File: config.mk
export PLATFORM = sky130hd
export DESIGN_NAME = ssp_sync_to_pclk
export DESIGN_NICKNAME = d
export VERILOG_FILES = /design/src/rtl/ssp_sync_to_pclk.sv
export SDC_FILE = /design/constraint.sdc
export NUM_CORES = 1
export LEC_CHECK = 0
export CAP_MARGIN = 20
export CORE_UTILIZATION = 40
export DETAILED_ROUTE_END_ITERATION = 16
export GPL_TIMING_DRIVEN = 0
export SLEW_MARGIN = 10
export SYNTH_ARGS = -nofsm -noshare
export SYNTH_HDL_FRONTEND = slang
export SYNTH_SLANG_ARGS = --single-unit
File: constraint.sdc
create_clock -name PCLK -period 3.1 [get_ports PCLK]
set_input_delay 0.62 -clock PCLK [delete_from_list [all_inputs] [get_ports PCLK]]
set_output_delay 0.62 -clock PCLK [all_outputs]
set_load 0.005 [all_outputs]
File: src/rtl/ssp_sync_to_pclk.sv
// ssp_sync_to_pclk
// PCLK-domain return path for the SSP. It brings SSPCLK status levels and
// toggle-encoded events into PCLK and turns each toggle into a one-cycle pulse.
// It also runs the four-phase req/ack handshakes that carry SSPCR0 and SSPCPSR
// updates across to SSPCLK, with busy flags so register writes are not lost.
// SYNC_STAGES is the depth of every SSPCLK->PCLK synchroniser; legal 2..3.

module ssp_sync_to_pclk #(
  parameter int SYNC_STAGES = 2
) (
  input  logic PCLK,
  input  logic PRESET,
  input  logic TxRdToggle,
  input  logic RxWrToggle,
  input  logic RORToggle,
  input  logic RTIntr,
  input  logic BSY,
  input  logic CR0Write,
  input  logic CPSRWrite,
  input  logic CR0Ack,
  input  logic CPSRAck,
  output logic TxRdPulse,
  output logic RxWrPulse,
  output logic RORPulse,
  output logic RTIntrSync,
  output logic BSYSync,
  output logic CR0Update,
  output logic CPSRUpdate,
  output logic CR0Busy,
  output logic CPSRBusy
);

  // Bit positions of the crossings inside the bundled synchroniser.
  localparam int X_TXRD   = 0;
  localparam int X_RXWR   = 1;
  localparam int X_ROR    = 2;
  localparam int X_RTINTR = 3;
  localparam int X_BSY    = 4;
  localparam int X_CR0ACK = 5;
  localparam int X_CPSACK = 6;
  localparam int NUM_X    = 7;

  // Handshake channel indices.
  localparam int CH_CR0  = 0;
  localparam int CH_CPSR = 1;

  typedef enum logic [1:0] {
    HS_IDLE = 2'd0,
    HS_REQ  = 2'd1,
    HS_DROP = 2'd2
  } hs_state_t;

  // ---------------------------------------------------------------------------
  // Synchroniser chains for every SSPCLK-domain input
  // ---------------------------------------------------------------------------
  logic [NUM_X-1:0]                  x_in;
  logic [NUM_X-1:0]                  x_sync;
  logic [SYNC_STAGES-1:0][NUM_X-1:0] chain_q, chain_d;

  assign x_in = {CPSRAck, CR0Ack, BSY, RTIntr, RORToggle, RxWrToggle, TxRdToggle};
  assign x_sync = chain_q[SYNC_STAGES-1];

  // Shift every crossing one stage further down its chain.
  always_comb begin
    // NOTE: every always_comb output gets a full default first, so no path
    // can leave it unassigned and infer a latch.
    chain_d    = chain_q;
    chain_d[0] = x_in;
    for (int i = 1; i < SYNC_STAGES; i++) begin
      chain_d[i] = chain_q[i-1];
    end
  end

  // Synchroniser flops, cleared by reset so no stale SSPCLK state survives.
  always_ff @(posedge PCLK) begin
    // NOTE: sequential state uses non-blocking assignments only, so every flop
    // samples its pre-edge inputs regardless of the order of the statements.
    if (PRESET) begin
      // NOTE: the synchroniser flops are reset. The SSPCLK side is reset by
      // the same system reset, so the chains restart from a known 0 that
      // matches the far side.
      chain_q <= '0;
    end else begin
      chain_q <= chain_d;
    end
  end

  // ---------------------------------------------------------------------------
  // Toggle-to-pulse conversion
  // The synchronised toggle is retimed once (hold) and a second flop keeps the
  // previous value (prev). Their XOR, registered, gives one pulse per edge.
  // ---------------------------------------------------------------------------
  logic [2:0] tog_hold_q, tog_hold_d;
  logic [2:0] tog_prev_q, tog_prev_d;
  logic [2:0] pulse_q,    pulse_d;

  // Edge detect on the retimed toggles.
  always_comb begin
    tog_hold_d = x_sync[X_ROR:X_TXRD];
    tog_prev_d = tog_hold_q;
    pulse_d    = tog_hold_q ^ tog_prev_q;
  end

  // Toggle history and pulse output flops.
  always_ff @(posedge PCLK) begin
    if (PRESET) begin
      tog_hold_q <= '0;
      tog_prev_q <= '0;
      pulse_q    <= '0;
    end else begin
      tog_hold_q <= tog_hold_d;
      tog_prev_q <= tog_prev_d;
      pulse_q    <= pulse_d;
    end
  end

  // ---------------------------------------------------------------------------
  // Update handshakes (channel 0 = SSPCR0, channel 1 = SSPCPSR)
  // A write while a handshake is in flight only sets the pending flag. The
  // SSPCLK side samples the live register value, so merged writes lose nothing.
  // ---------------------------------------------------------------------------
  hs_state_t  state_q [2];
  logic [1:0] pending_q;
  logic [1:0] update_q;
  logic [1:0] busy_q;
  logic [1:0] hs_write;
  logic [1:0] hs_ack;

  assign hs_write = {CPSRWrite, CR0Write};
  assign hs_ack   = {x_sync[X_CPSACK], x_sync[X_CR0ACK]};

  // Both four-phase handshake FSMs, with registered Update and Busy outputs.
  always_ff @(posedge PCLK) begin
    if (PRESET) begin
      for (int c = 0; c < 2; c++) begin
        state_q[c]   <= HS_IDLE;
        pending_q[c] <= 1'b0;
        update_q[c]  <= 1'b0;
        busy_q[c]    <= 1'b0;
      end
    end else begin
      for (int c = 0; c < 2; c++) begin
        case (state_q[c])
          HS_IDLE: begin
            if (hs_write[c]) begin
              state_q[c]  <= HS_REQ;
              update_q[c] <= 1'b1;
              busy_q[c]   <= 1'b1;
            end
          end
          HS_REQ: begin
            if (hs_write[c]) begin
              pending_q[c] <= 1'b1;
            end
            if (hs_ack[c]) begin
              state_q[c]  <= HS_DROP;
              update_q[c] <= 1'b0;
            end
          end
          HS_DROP: begin
            if (!hs_ack[c]) begin
              if (pending_q[c] || hs_write[c]) begin
                // Restart at once; a write on this edge merges into it.
                state_q[c]   <= HS_REQ;
                update_q[c]  <= 1'b1;
                pending_q[c] <= 1'b0;
              end else begin
                state_q[c] <= HS_IDLE;
                busy_q[c]  <= 1'b0;
              end
            end else if (hs_write[c]) begin
              pending_q[c] <= 1'b1;
            end
          end
          default: begin
            state_q[c]   <= HS_IDLE;
            pending_q[c] <= 1'b0;
            update_q[c]  <= 1'b0;
            busy_q[c]    <= 1'b0;
          end
        endcase
      end
    end
  end

  // ---------------------------------------------------------------------------
  // Outputs
  // ---------------------------------------------------------------------------
  assign TxRdPulse  = pulse_q[X_TXRD];
  assign RxWrPulse  = pulse_q[X_RXWR];
  assign RORPulse   = pulse_q[X_ROR];
  assign RTIntrSync = x_sync[X_RTINTR];
  assign BSYSync    = x_sync[X_BSY];
  assign CR0Update  = update_q[CH_CR0];
  assign CPSRUpdate = update_q[CH_CPSR];
  assign CR0Busy    = busy_q[CH_CR0];
  assign CPSRBusy   = busy_q[CH_CPSR];

endmodule

==> results of run 1 <==
[layer usage]
layer  wire [um]  vias to the layer above  track usage (%)
li1            -                      485                -
met1        1015                      438            18.44
met2         959                       17            21.99
met3         120                        4            6.987
met4          30                        0            5.980
met5           0                        -                0
[worst min-delay path by stage]
stage / startpoint / endpoint / slack, ps / depth (start not counted)
2_1_floorplan: x_sync[0]$_SDFF_PP0_ / tog_hold_q[0]$_SDFF_PP0_ / 410 / 1
3_3_place_gp: x_sync[1]$_SDFF_PP0_ / tog_hold_q[1]$_SDFF_PP0_ / 420 / 1
4_1_cts: x_sync[1]$_SDFF_PP0_ / tog_hold_q[1]$_SDFF_PP0_ / 450 / 1
5_1_grt: x_sync[1]$_SDFF_PP0_ / tog_hold_q[1]$_SDFF_PP0_ / 460 / 1
6_report: chain_d[8]$_SDFF_PP0_ / x_sync[1]$_SDFF_PP0_ / 440 / 1
3_5_place_dp: chain_d[10]$_SDFF_PP0_ / x_sync[3]$_SDFF_PP0_ / 420 / 1
[state kept, by name (all words and copies together), names as in the netlist]
name / count
state_q: 4
busy_q: 2
tog_hold_q: 3
pending_q: 2
x_sync: 7
update_q: 2
tog_prev_q: 3
pulse_q: 3
chain_d: 7
[cells by family after synthesis]
family,count (synthesis)
XOR/XNOR,3
adder cells (fa/ha/maj),8
AND/OR/NAND/NOR,45
AO/OA/AOI/OAI,26
buffers and inverters,11
flip-flops,33
[cells in the mapped netlist (2+ instances only)]
cell      instances  area, um^2
nor2_1            7       26.28
a21o_1            2       15.01
xnor2_1           3       26.28
o31a_1            2       17.52
dfxtp_1          29       580.6
nand2_1           4       15.01
a221oi_1          2       17.52
or4_1             2       15.01
a211o_1           2       17.52
ha_1              8       100.1
nor3_1            3       15.01
nand2b_1          3       18.77
edfxtp_1          4       120.1
clkbuf_1          2       7.510
nor2b_1          22       137.6
o31ai_1           2       15.01
a21oi_1           8       40.04
inv_1             8       30.03
o21a_1            2       15.01
[per-stage QoR]
stage / worst slack, ps / instance area [um^2]
floorplan: 1486 / 1323
global placement: 949.9 / 1568
detailed placement: 931.5 / 1568
CTS: 1281 / 1623
global route: 1190 / 1623
finish: 1253 / 1623
[power groups by stage]
stage               clock, mW  combinational, mW  sequential, mW
floorplan                   0              0.247           0.542
global placement            0              0.355           0.544
detailed placement          0              0.361           0.549
CTS                     0.246              0.363           0.539
global route            0.265              0.411           0.548
finish                  0.237              0.359           0.537
[final cells by class]
| type | instances | area (um^2) |
|---|---|---|
| fillers | 309 | 1480 |
| flip-flops and latches | 33 | 700.7 |
| multi-input cells | 82 | 573.1 |
| repair buffers | 19 | 190.2 |
| clock buffers | 7 | 55.05 |
| well taps | 44 | 55.05 |
| inverters | 8 | 30.03 |
| plain buffers | 3 | 18.77 |
==> parameters.txt, run 1 <==
Parameter                              Value

Synth
  Synthesized netlist net count ... approximately 150
  Synthesized netlist cell count ... about 130
  Post-synthesis xor/xnor area fraction ... 1.987%
  Share of the synthesized area in compound gates (AO/OA/AOI/OAI) ... around 14%
  Sequential share of the synthesized area ... a little over half
  Register bit count reported by yosys ... 33
  Yosys warnings ... 0
  Mean instance size in the synthesized netlist ... around 10 um^2
  Post-synth EDFFs ... 4
  Post-Synthesis Cell Area ... between 1000 and 1500 um^2
  Mux cell area share after synthesis ... 0%
  Adder-Cell Fraction of Synth Area ... 7.569%
  Distinct cells, synth ... 30
  Simple-gate share of the synthesized area ... 19.49%
  Most used flip-flop cell after synthesis ... dfxtp_1
  Dominant combinational cell family by area after synthesis ... simple AND/OR/NAND/NOR gates
  Async set-or-reset flop fraction in the synthesized netlist ... 0%

Route
  Total length of routed wires ... 2.125 mm
  Final routed DRC violation total ... 0
  Antenna violation net count after detailed routing ... 0
  Ratio of routed vias to standard cells ... 4.816
  Detailed-router iteration count before antenna repair ... 4
  Drt first-iter violations ... 29
  Final routed wire length divided by cell count ... 10.84 um
  Via count ... 944

CTS
  Number of levels the H-tree was split into ... 2
  Worst-Skew Late Latency ... 320 ps
  Number of buffers inserted by post-CTS setup repair ... 0
  Clock edge transition at the registers on the reported setup and hold paths ... 90 ps
  Number of sinks handled by clock tree synthesis ... 33
  Maximum root-to-sink buffer count ... 2
  Number of CTS-inserted buffers ... 5
  Hold bufs inserted after CTS ... 0
  Clock tree root driver cell ... clkbuf_4
  TritonCTS clock tree ... done
  CTS-repair resized insts ... 0

Floorplan
  Floorplan die area ... 3540 um^2
  Horizontal die dimension ... between 50 and 60 um
  Vertical extent of the die ... 59.50 um
  Ports ... 20
  Initial core utilization ... 42.62%
  Number of rows created at floorplan ... 20
  Core footprint ... 3103 um^2

Worst hold path
  Worst hold path class ... register to register

GRT
  Global-route usage over all layers ... 14.79%
  GR Overflow Total ... 0
  Via count of the first global-routing pass ... between 800 and 900
  Maximum number of pins on one net before global-route repair ... 11
  Antenna violations before repair ... 0
  Wire length of the first global-routing pass ... ~3.8 mm

Job
  Number of max-capacitance violations reported ... 0

Power
  Net switching fraction of the power ... between 30 and 40%
  Part of the power in the clock network ... 20.9%
  Reg power frac ... 47.4%
  Power density relative to cell area ... 698.3 nW/um^2
  Relative contribution of combinational cells to total power ... 31.7%
  Switching power total ... 340.6 uW
  Internal power consumption ... 792.5 uW
  Leakage power figure ... 0.6485 nW
  Worst VDD drop ... 0.3676 mV
  Total Power ... between 1 and 1.5 mW

Finish
  Nets@finish ... between 150 and 200
  Post-synthesis to final-layout area growth ... 22.71%
  Layout cells sized above 1 ... 7.237%
  Post-route non-filler standard cell count ... 196
  Most frequent cells in the layout ... dfxtp_1 (29), nor2b_1 (22), clkdlybuf4s50_1 (19)
  Util after Layout ... 52.30%
  Commonest non-fill, non-tap cell in the layout ... dfxtp_1
  ANT cells ... 0

STA
  Total Neg Setup Slack ... 0 ps
  Final clock period utilization by the worst path ... 59.58%
  Rel. slew slack ... 72.76%
  Final setup viols ... 0
  Time the worst path needs with I/O delays and setup ... 1847 ps
  Hold WS ... 441.3 ps
  Max-slew violation count ... 0
  Final clock skew ... 5.470 ps
  Highest achievable clock rate ... approximately 540 MHz
  Total count of hold-check failures in the final report ... 0
  Worst-Margin Slew ... 408.7 ps
  Setup repair after global routing missed its margin ... no

Setup path
  Crit path buf inv count ... 1
  Worst path max stage delay ... roughly 610 ps
  Startpoint of the most critical setup path ... CR0Write
  Launching point of the worst reg2reg path ... state_q[0][0]$_SDFFCE_PP0P_
  Worst path most repeated cell ... a211o_1
  Reg-to-reg setup timing slack ... between 1000 and 1500 ps
  Logic depth of the worst setup path including buffers ... 4
  Worst Path Max Fanout ... 7
  Critical Path Start Type ... input port
  Setup crit end kind ... register
  Critical R2R Capture ... state_q[0][0]$_SDFFCE_PP0P_
  Req. time, crit path ... 3180 ps
  Arrival time at the worst endpoint ... 1930 ps
  Cell chain of the critical path ... clkdlybuf4s50_1 -> nor2_1 -> a211o_1 -> a211o_1
  Crit Path Category ... input port to register
  Critical Path End ... state_q[0][0]$_SDFFCE_PP0P_
  Slowest cell on the critical path ... clkdlybuf4s50_1
  Number of cells traversed by the worst register-to-register path ... 5
  Top Family by Delay on Critical Path ... compound AO/OA/AOI/OAI gates

Placement
  Instance count after placement with tap cells included ... between 150 and 200
  Detail Placement HPWL ... 1.549 mm
  Routability Congestion ... slightly below 0.8
  Quantity of I/O buffers inserted on ports ... 19

Run status
  Result of the run ... finished clean
Note: power is estimated with default switching activity, not from simulation.
==> run 2, diff against run 1 <==
clock period = 1.8 ns   (was 3.1 ns; I/O delays follow)
==> run 2 against run 1 <==
Against the previous run:
- sequential power is 72% higher
- cell count stayed put
- largest power group unchanged
- total power is 72% higher
- die area stayed put
- combinational power is 73% higher
- utilization is 0.081 points higher
- largest cell class unchanged
- critical path depth is 1 higher
- flip-flop and latch count stayed put
- cell area is 0.15% higher
- count of clock-buffer cells in the layout stayed put
==> parameters.txt, run 2 (same netlist as run 1, synthesis figures left out) <==
Parameter                              Value

GRT
  Wire length of the first global-routing pass ... 3.808 mm (unchanged)
  Maximum number of pins on one net before global-route repair ... 11 (unchanged)
  Via count of the first global-routing pass ... 894 (unchanged)
  Antenna violations before repair ... 0 (unchanged)
  GR Overflow Total ... 0 (unchanged)
  Global-route usage over all layers ... 14.79% (unchanged)

Worst hold path
  Worst hold path class ... register to register

CTS
  Number of sinks handled by clock tree synthesis ... 33 (unchanged)
  Clock tree root driver cell ... clkbuf_4
  Maximum root-to-sink buffer count ... 2 (unchanged)
  TritonCTS clock tree ... done
  Number of CTS-inserted buffers ... 5 (unchanged)
  Hold bufs inserted after CTS ... 0 (unchanged)
  Number of buffers inserted by post-CTS setup repair ... 0 (unchanged)
  Number of levels the H-tree was split into ... 2 (unchanged)
  Worst-Skew Late Latency ... 320 ps (about the same)
  Clock edge transition at the registers on the reported setup and hold paths ... 90 ps (about the same)

Finish
  Commonest non-fill, non-tap cell in the layout ... dfxtp_1
  Register area ... 700.7 um^2 (unchanged)
  Most frequent cells in the layout ... dfxtp_1 (29), nor2b_1 (22), clkdlybuf4s50_1 (19), inv_1 (8), a21oi_1 (8)
  Area of the multi-input gates ... 575.6 um^2 (+0.44%)
  Layout cells sized above 1 ... 7.895% (+0.66 points)
  ANT cells ... 0 (unchanged)
  Nets@finish ... 171 (unchanged)
  Post-synthesis to final-layout area growth ... 22.90%
  Total of fill cells in the finished design ... 308 (-0.32%)

Setup path
  Critical Path Start Type ... register
  Worst path max stage delay ... 390 ps (-220 ps)
  Setup crit end kind ... register
  Number of cells traversed by the worst register-to-register path ... 5 (unchanged)
  Worst path most repeated cell ... a211o_1
  Reg-to-reg setup timing slack ... 130 ps (-1240 ps)
  Worst Path Max Fanout ... 6 (-1)
  Critical Path End ... state_q[0][0]$_SDFFCE_PP0P_
  Startpoint of the most critical setup path ... state_q[0][0]$_SDFFCE_PP0P_
  Req. time, crit path ... 1880 ps (-1300 ps)
  Critical R2R Capture ... state_q[0][0]$_SDFFCE_PP0P_
  Launching point of the worst reg2reg path ... state_q[0][0]$_SDFFCE_PP0P_
  Crit Path Category ... register to register
  Arrival time at the worst endpoint ... 1760 ps (-170 ps)
  Slowest cell on the critical path ... edfxtp_1
  Cell chain of the critical path ... inv_1 -> ha_2 -> nor2b_1 -> a211o_1 -> a211o_1

Route
  Antenna violation net count after detailed routing ... 0 (unchanged)
  Final routed wire length divided by cell count ... 10.86 um (+0.19%)
  Total length of routed wires ... 2.129 mm (+0.19%)
  Via count ... 944 (unchanged)
  Drt first-iter violations ... 31 (+6.9%)
  Ratio of routed vias to standard cells ... 4.816 (unchanged)
  Detailed-router iteration count before antenna repair ... 4 (unchanged)
  Final routed DRC violation total ... 0 (unchanged)

Floorplan
  Ports ... 20 (unchanged)
  Horizontal die dimension ... 59.50 um (unchanged)
  Vertical extent of the die ... 59.50 um (unchanged)
  Number of rows created at floorplan ... 20 (unchanged)
  Core footprint ... 3103 um^2 (unchanged)
  Initial core utilization ... 42.62% (unchanged)
  Floorplan die area ... 3540 um^2 (unchanged)

Power
  Power density relative to cell area ... 1202 nW/um^2 (+72%)
  Worst VDD drop ... 0.6332 mV (+72%)
  Total Power ... 1.954 mW (+72%)
  Leakage power figure ... 0.6469 nW (-0.25%)

STA
  Final setup viols ... 0 (unchanged)
  Time the worst path needs with I/O delays and setup ... 1673 ps
  Worst-Margin Slew ... 408.7 ps (unchanged)
  Rel. slew slack ... 72.76% (unchanged)
  Total count of hold-check failures in the final report ... 0 (unchanged)
  Worst Slack Setup Final ... 127.4 ps (-1126 ps)
  Hold WS ... 441.3 ps (unchanged)
  Highest achievable clock rate ... 597.9 MHz
  Final clock period utilization by the worst path ... 92.92%
  Final clock skew ... 5.470 ps (unchanged)
  Max-slew violation count ... 0 (unchanged)
  Setup repair after global routing missed its margin ... no

Run status
  Result of the run ... finished clean

Placement
  Detail Placement HPWL ... 1.549 mm (unchanged)
  Worst setup slack after placement ... -108.5 ps (-1040 ps)
  Quantity of I/O buffers inserted on ports ... 19 (unchanged)
  Routability Congestion ... 0.7901 (unchanged)

Job
  Number of max-capacitance violations reported ... 0 (unchanged)
==> run 2: critical path, delay by kind of cell (launching register included) <==
family          cells  cell delay, ps
compound gates      2             600
fa+ha+maj           1             220
buf+inv             1              70
flops               1             390
simple gates        1             150
==> run 2: timing repair <==
action                                 in CTS  in global routing
resized for setup                           0                  1
setup endpoints to repair                   0                  2
endpoints found under the hold margin       0                  0
==> run 2: power by group <==
part	leakage, nW	internal [mW]	switching (mW)
clock	0.0314	0.184	0.223
sequential	0.282	0.860	0.0658
combinational	0.334	0.322	0.299
==> run 2: worst min path at each step <==
stage | startpoint | to | depth (start not counted)
global route | x_sync[1]$_SDFF_PP0_ | tog_hold_q[1]$_SDFF_PP0_ | 1
global placement | x_sync[1]$_SDFF_PP0_ | tog_hold_q[1]$_SDFF_PP0_ | 1
finish | chain_d[8]$_SDFF_PP0_ | x_sync[1]$_SDFF_PP0_ | 1
detailed placement | chain_d[10]$_SDFF_PP0_ | x_sync[3]$_SDFF_PP0_ | 1
CTS | x_sync[1]$_SDFF_PP0_ | tog_hold_q[1]$_SDFF_PP0_ | 1
floorplan | x_sync[0]$_SDFF_PP0_ | tog_hold_q[0]$_SDFF_PP0_ | 1
==> run 2: per-stage QoR <==
step           area, um^2  utilization [%]  setup TNS [ps]  std cells
6_report             1625            52.38               0        196
5_1_grt              1625            52.38               0        196
4_1_cts              1623            52.30               0        196
3_5_place_dp         1568            50.52          -351.5        189
3_3_place_gp         1568            50.52          -294.2        189
2_1_floorplan        1323                -               0        126
==> run 2: cell type report <==
cell class,count,area share [%]
Sequential cell,33,43.11
Multi-Input combinational cell,82,35.41
Timing Repair Buffer,19,11.70
Clock buffer,7,3.387
Tap cell,44,3.387
Inverter,8,1.848
Buffer,3,1.155
==> run 2: metal layers <==
metal	up-vias	global-route usage, %	share of wire [%]
li1	485	-	-
met4	0	5.980	1.4
met5	-	0	0
met1	438	18.44	48
met2	17	21.99	45
met3	4	6.987	5.6
==> run 3, diff against run 2 <==
clock period = 1.5 ns   (was 1.8 ns; I/O delays follow)
==> run 3 against run 2 <==
Against the previous run:
- the flow now finishes with violations (negative setup slack)
- routed wire length up 5.4%
- count of clock-buffer cells in the layout up 1
- via count up 4.2%
- global-route usage down 0.28 points
- non-clock buffer count up 7
- maximum frequency up 6.0%
- critical path depth down 1
- combinational power up 54%
- die area unchanged
- total power up 38%
- cell area up 9.5%
- critical endpoint unchanged
- largest cell class unchanged
==> parameters.txt, run 3 (same netlist as run 1, synthesis figures left out) <==
Parameter                              Value

Run status
  Result of the run ... finished with violations
  Violated checks ... negative setup slack

CTS
  Number of CTS-inserted buffers ... 5 (unchanged)
  TritonCTS clock tree ... done
  Number of levels the H-tree was split into ... 2 (unchanged)
  Clock edge transition at the registers on the reported setup and hold paths ... 90 ps (about the same)
  Number of sinks handled by clock tree synthesis ... 33 (unchanged)
  Worst-Skew Late Latency ... 330 ps (about the same)
  Clock tree root driver cell ... clkbuf_4
  Maximum root-to-sink buffer count ... 2 (unchanged)

Route
  Via count ... 984 (+4.2%)
  Antenna violation net count after detailed routing ... 0 (unchanged)
  Final routed wire length divided by cell count ... 11.00 um (+1.2%)
  Drt first-iter violations ... 44 (+42%)
  Detailed-router iteration count before antenna repair ... 4 (unchanged)
  Total length of routed wires ... 2.243 mm (+5.4%)
  Final routed DRC violation total ... 0 (unchanged)
  Ratio of routed vias to standard cells ... 4.824 (+0.15%)

GRT
  GR Overflow Total ... 0 (unchanged)
  Maximum number of pins on one net before global-route repair ... 11 (unchanged)
  Antenna violations before repair ... 0 (unchanged)
  Wire length of the first global-routing pass ... 3.650 mm (-4.1%)
  Global-route usage over all layers ... 14.51% (-0.28 points)
  Via count of the first global-routing pass ... 910 (+1.8%)

Setup path
  Req. time, crit path ... 1590 ps (-290 ps)
  Crit path buf inv count ... 0 (-1)
  Worst Path Max Fanout ... 3 (-3)
  Critical R2R Capture ... state_q[0][0]$_SDFFCE_PP0P_
  Crit Path Category ... register to register
  Worst path max stage delay ... 470 ps (+80 ps)
  Critical Path Start Type ... register
  Number of cells traversed by the worst register-to-register path ... 4 (-1)
  Slowest cell on the critical path ... edfxtp_1
  Cell chain of the critical path ... ha_4 -> nor2b_4 -> a211o_1 -> a211o_1
  Worst path most repeated cell ... a211o_1
  Setup crit end kind ... register
  Top Family by Delay on Critical Path ... compound AO/OA/AOI/OAI gates
  Reg-to-reg setup timing slack ... -80 ps (-210 ps)
  Arrival time at the worst endpoint ... 1660 ps (-100 ps)
  Launching point of the worst reg2reg path ... state_q[0][1]$_SDFFCE_PP0P_

Worst hold path
  Worst hold path class ... register to register
  Hold endpoint ... tog_hold_q[0]$_SDFF_PP0_
  Beginning of the worst hold path ... x_sync[0]$_SDFF_PP0_
  Worst hold path cell count ... 1 (unchanged)

STA
  Final clock skew ... 6.962 ps (+1.492 ps)
  Rel. slew slack ... 73.41% (+0.65 points)
  Worst-Margin Slew ... 398.9 ps (-9.787 ps)
  Max-slew violation count ... 0 (unchanged)
  Highest achievable clock rate ... 633.6 MHz (+6.0%)
  Worst Slack Setup Final ... -78.32 ps (-205.7 ps)
  Setup repair after global routing missed its margin ... yes
  Total count of hold-check failures in the final report ... 0 (unchanged)
  Final setup viols ... 5 (+5)
  Final clock period utilization by the worst path ... 105.2% (+12 points)
  Time the worst path needs with I/O delays and setup ... 1578 ps (-94.26 ps)

Floorplan
  Number of rows created at floorplan ... 20 (unchanged)
  Ports ... 20 (unchanged)
  Initial core utilization ... 42.62% (unchanged)
  Core footprint ... 3103 um^2 (unchanged)
  Horizontal die dimension ... 59.50 um (unchanged)
  Floorplan die area ... 3540 um^2 (unchanged)
  Vertical extent of the die ... 59.50 um (unchanged)

Power
  Reg power frac ... 41.9% (-5.5 points)
  Total Power ... 2.696 mW (+38%)
  Switching power total ... 790.6 uW (+35%)
  Part of the power in the clock network ... 22.7% (+1.8 points)
  Leakage power figure ... 0.7626 nW (+18%)
  Internal power consumption ... 1.906 mW (+39%)
  Power density relative to cell area ... 1514 nW/um^2 (+26%)
  Net switching fraction of the power ... 29.32% (-0.75 points)
  Worst VDD drop ... 0.5871 mV (-7.3%)
  Relative contribution of combinational cells to total power ... 35.4% (+3.6 points)

Placement
  Instance count after placement with tap cells included ... 189 (unchanged)
  Worst setup slack after placement ... -314.6 ps (-206.1 ps)
  Cell area after placement ... 1578 um^2 (+0.64%)
  Routability Congestion ... 0.8175 (+3.5%)
  Detail Placement HPWL ... 1.520 mm (-1.9%)
  Quantity of I/O buffers inserted on ports ... 19 (unchanged)

Finish
  Total of fill cells in the finished design ... 289 (-6.2%)
  Final instance area ... 1780 um^2 (+9.5%)
  Post-synthesis to final-layout area growth ... 34.63%
  Most frequent cells in the layout ... dfxtp_1 (26), nor2b_1 (21), clkdlybuf4s50_1 (15), a21oi_1 (7), buf_4 (7)
  Commonest non-fill, non-tap cell in the layout ... dfxtp_1
  ANT cells ... 0 (unchanged)
  Post-route non-filler standard cell count ... 204 (+4.1%)
  Layout cells sized above 1 ... 22.50% (+15 points)
  Nets@finish ... 178 (+4.1%)

Job
  Number of max-capacitance violations reported ... 0 (unchanged)
run 3: cell type report:
| type | count | area [um^2] | area share (%) |
|---|---|---|---|
| clock buffers | 8 | 80.08 | 4.498 |
| multi-input cells | 82 | 639.4 | 35.91 |
| repair buffers | 26 | 252.7 | 14.20 |
| inverters | 8 | 30.03 | 1.687 |
| plain buffers | 3 | 18.77 | 1.054 |
| flip-flops and latches | 33 | 704.4 | 39.56 |
| well taps | 44 | 55.05 | 3.092 |
run 3: worst reg2reg max path, cell delays in order (launching register included):
cell	delay (ps)
edfxtp_1	470
ha_4	200
nor2b_4	120
a211o_1	300
a211o_1	260
run 3: routing by layer:
layer	vias up	GRT usage, %	share of wire (%)
met3	8	4.803	4.1
met2	22	22.47	48
met1	453	15.55	45
met5	-	0	0
li1	501	-	-
met4	0	13.29	2.8
run 3: what timing repair did:
action                                  in CTS  in global routing
gates resized for setup                      8                 14
setup buffers                                6                  1
endpoints found under the setup margin       6                 14
hold buffers                                 0                  0
pin swaps                                    2                  1
run 3: power by group through the flow:
| stage | combinational, mW | clock, mW | sequential (mW) |
|---|---|---|---|
| global route | 1.07 | 0.680 | 1.14 |
| detailed placement | 0.745 | 0 | 1.13 |
| CTS | 0.863 | 0.631 | 1.12 |
| global placement | 0.741 | 0 | 1.13 |
| finish | 0.955 | 0.613 | 1.13 |
| floorplan | 0.520 | 0 | 1.12 |
run 3: how the worst max path moves through the flow:
stage                                        endpoint                   startpoint  slack (ps)  cells past startpoint
final                     state_q[0][0]$_SDFFCE_PP0P_  state_q[0][1]$_SDFFCE_PP0P_         -80                      4
after global routing          state_q[1][0]$_DFFE_PP_  state_q[0][1]$_SDFFCE_PP0P_        -120                      5
after CTS                     state_q[1][0]$_DFFE_PP_  state_q[0][1]$_SDFFCE_PP0P_         -70                      5
after detailed placement       busy_q[0]$_SDFFE_PP0P_                     CR0Write        -310                      4
after global placement        state_q[1][0]$_DFFE_PP_                     CR0Write        -310                      4
after floorplan           state_q[0][0]$_SDFFCE_PP0P_  state_q[0][0]$_SDFFCE_PP0P_         -10                      5
run 3: stage by stage:
step / TNS, ps / hold slack [ps] / utilization [%]
final: -257.1 / 441.6 / 57.38
after detailed placement: -1927 / 423.9 / 50.85
after floorplan: -29.14 / 413.8 / -
after CTS: -298.8 / 447.3 / 55.65
after global placement: -1696 / 416.1 / 50.85
after global routing: -666.4 / 464.5 / 57.38
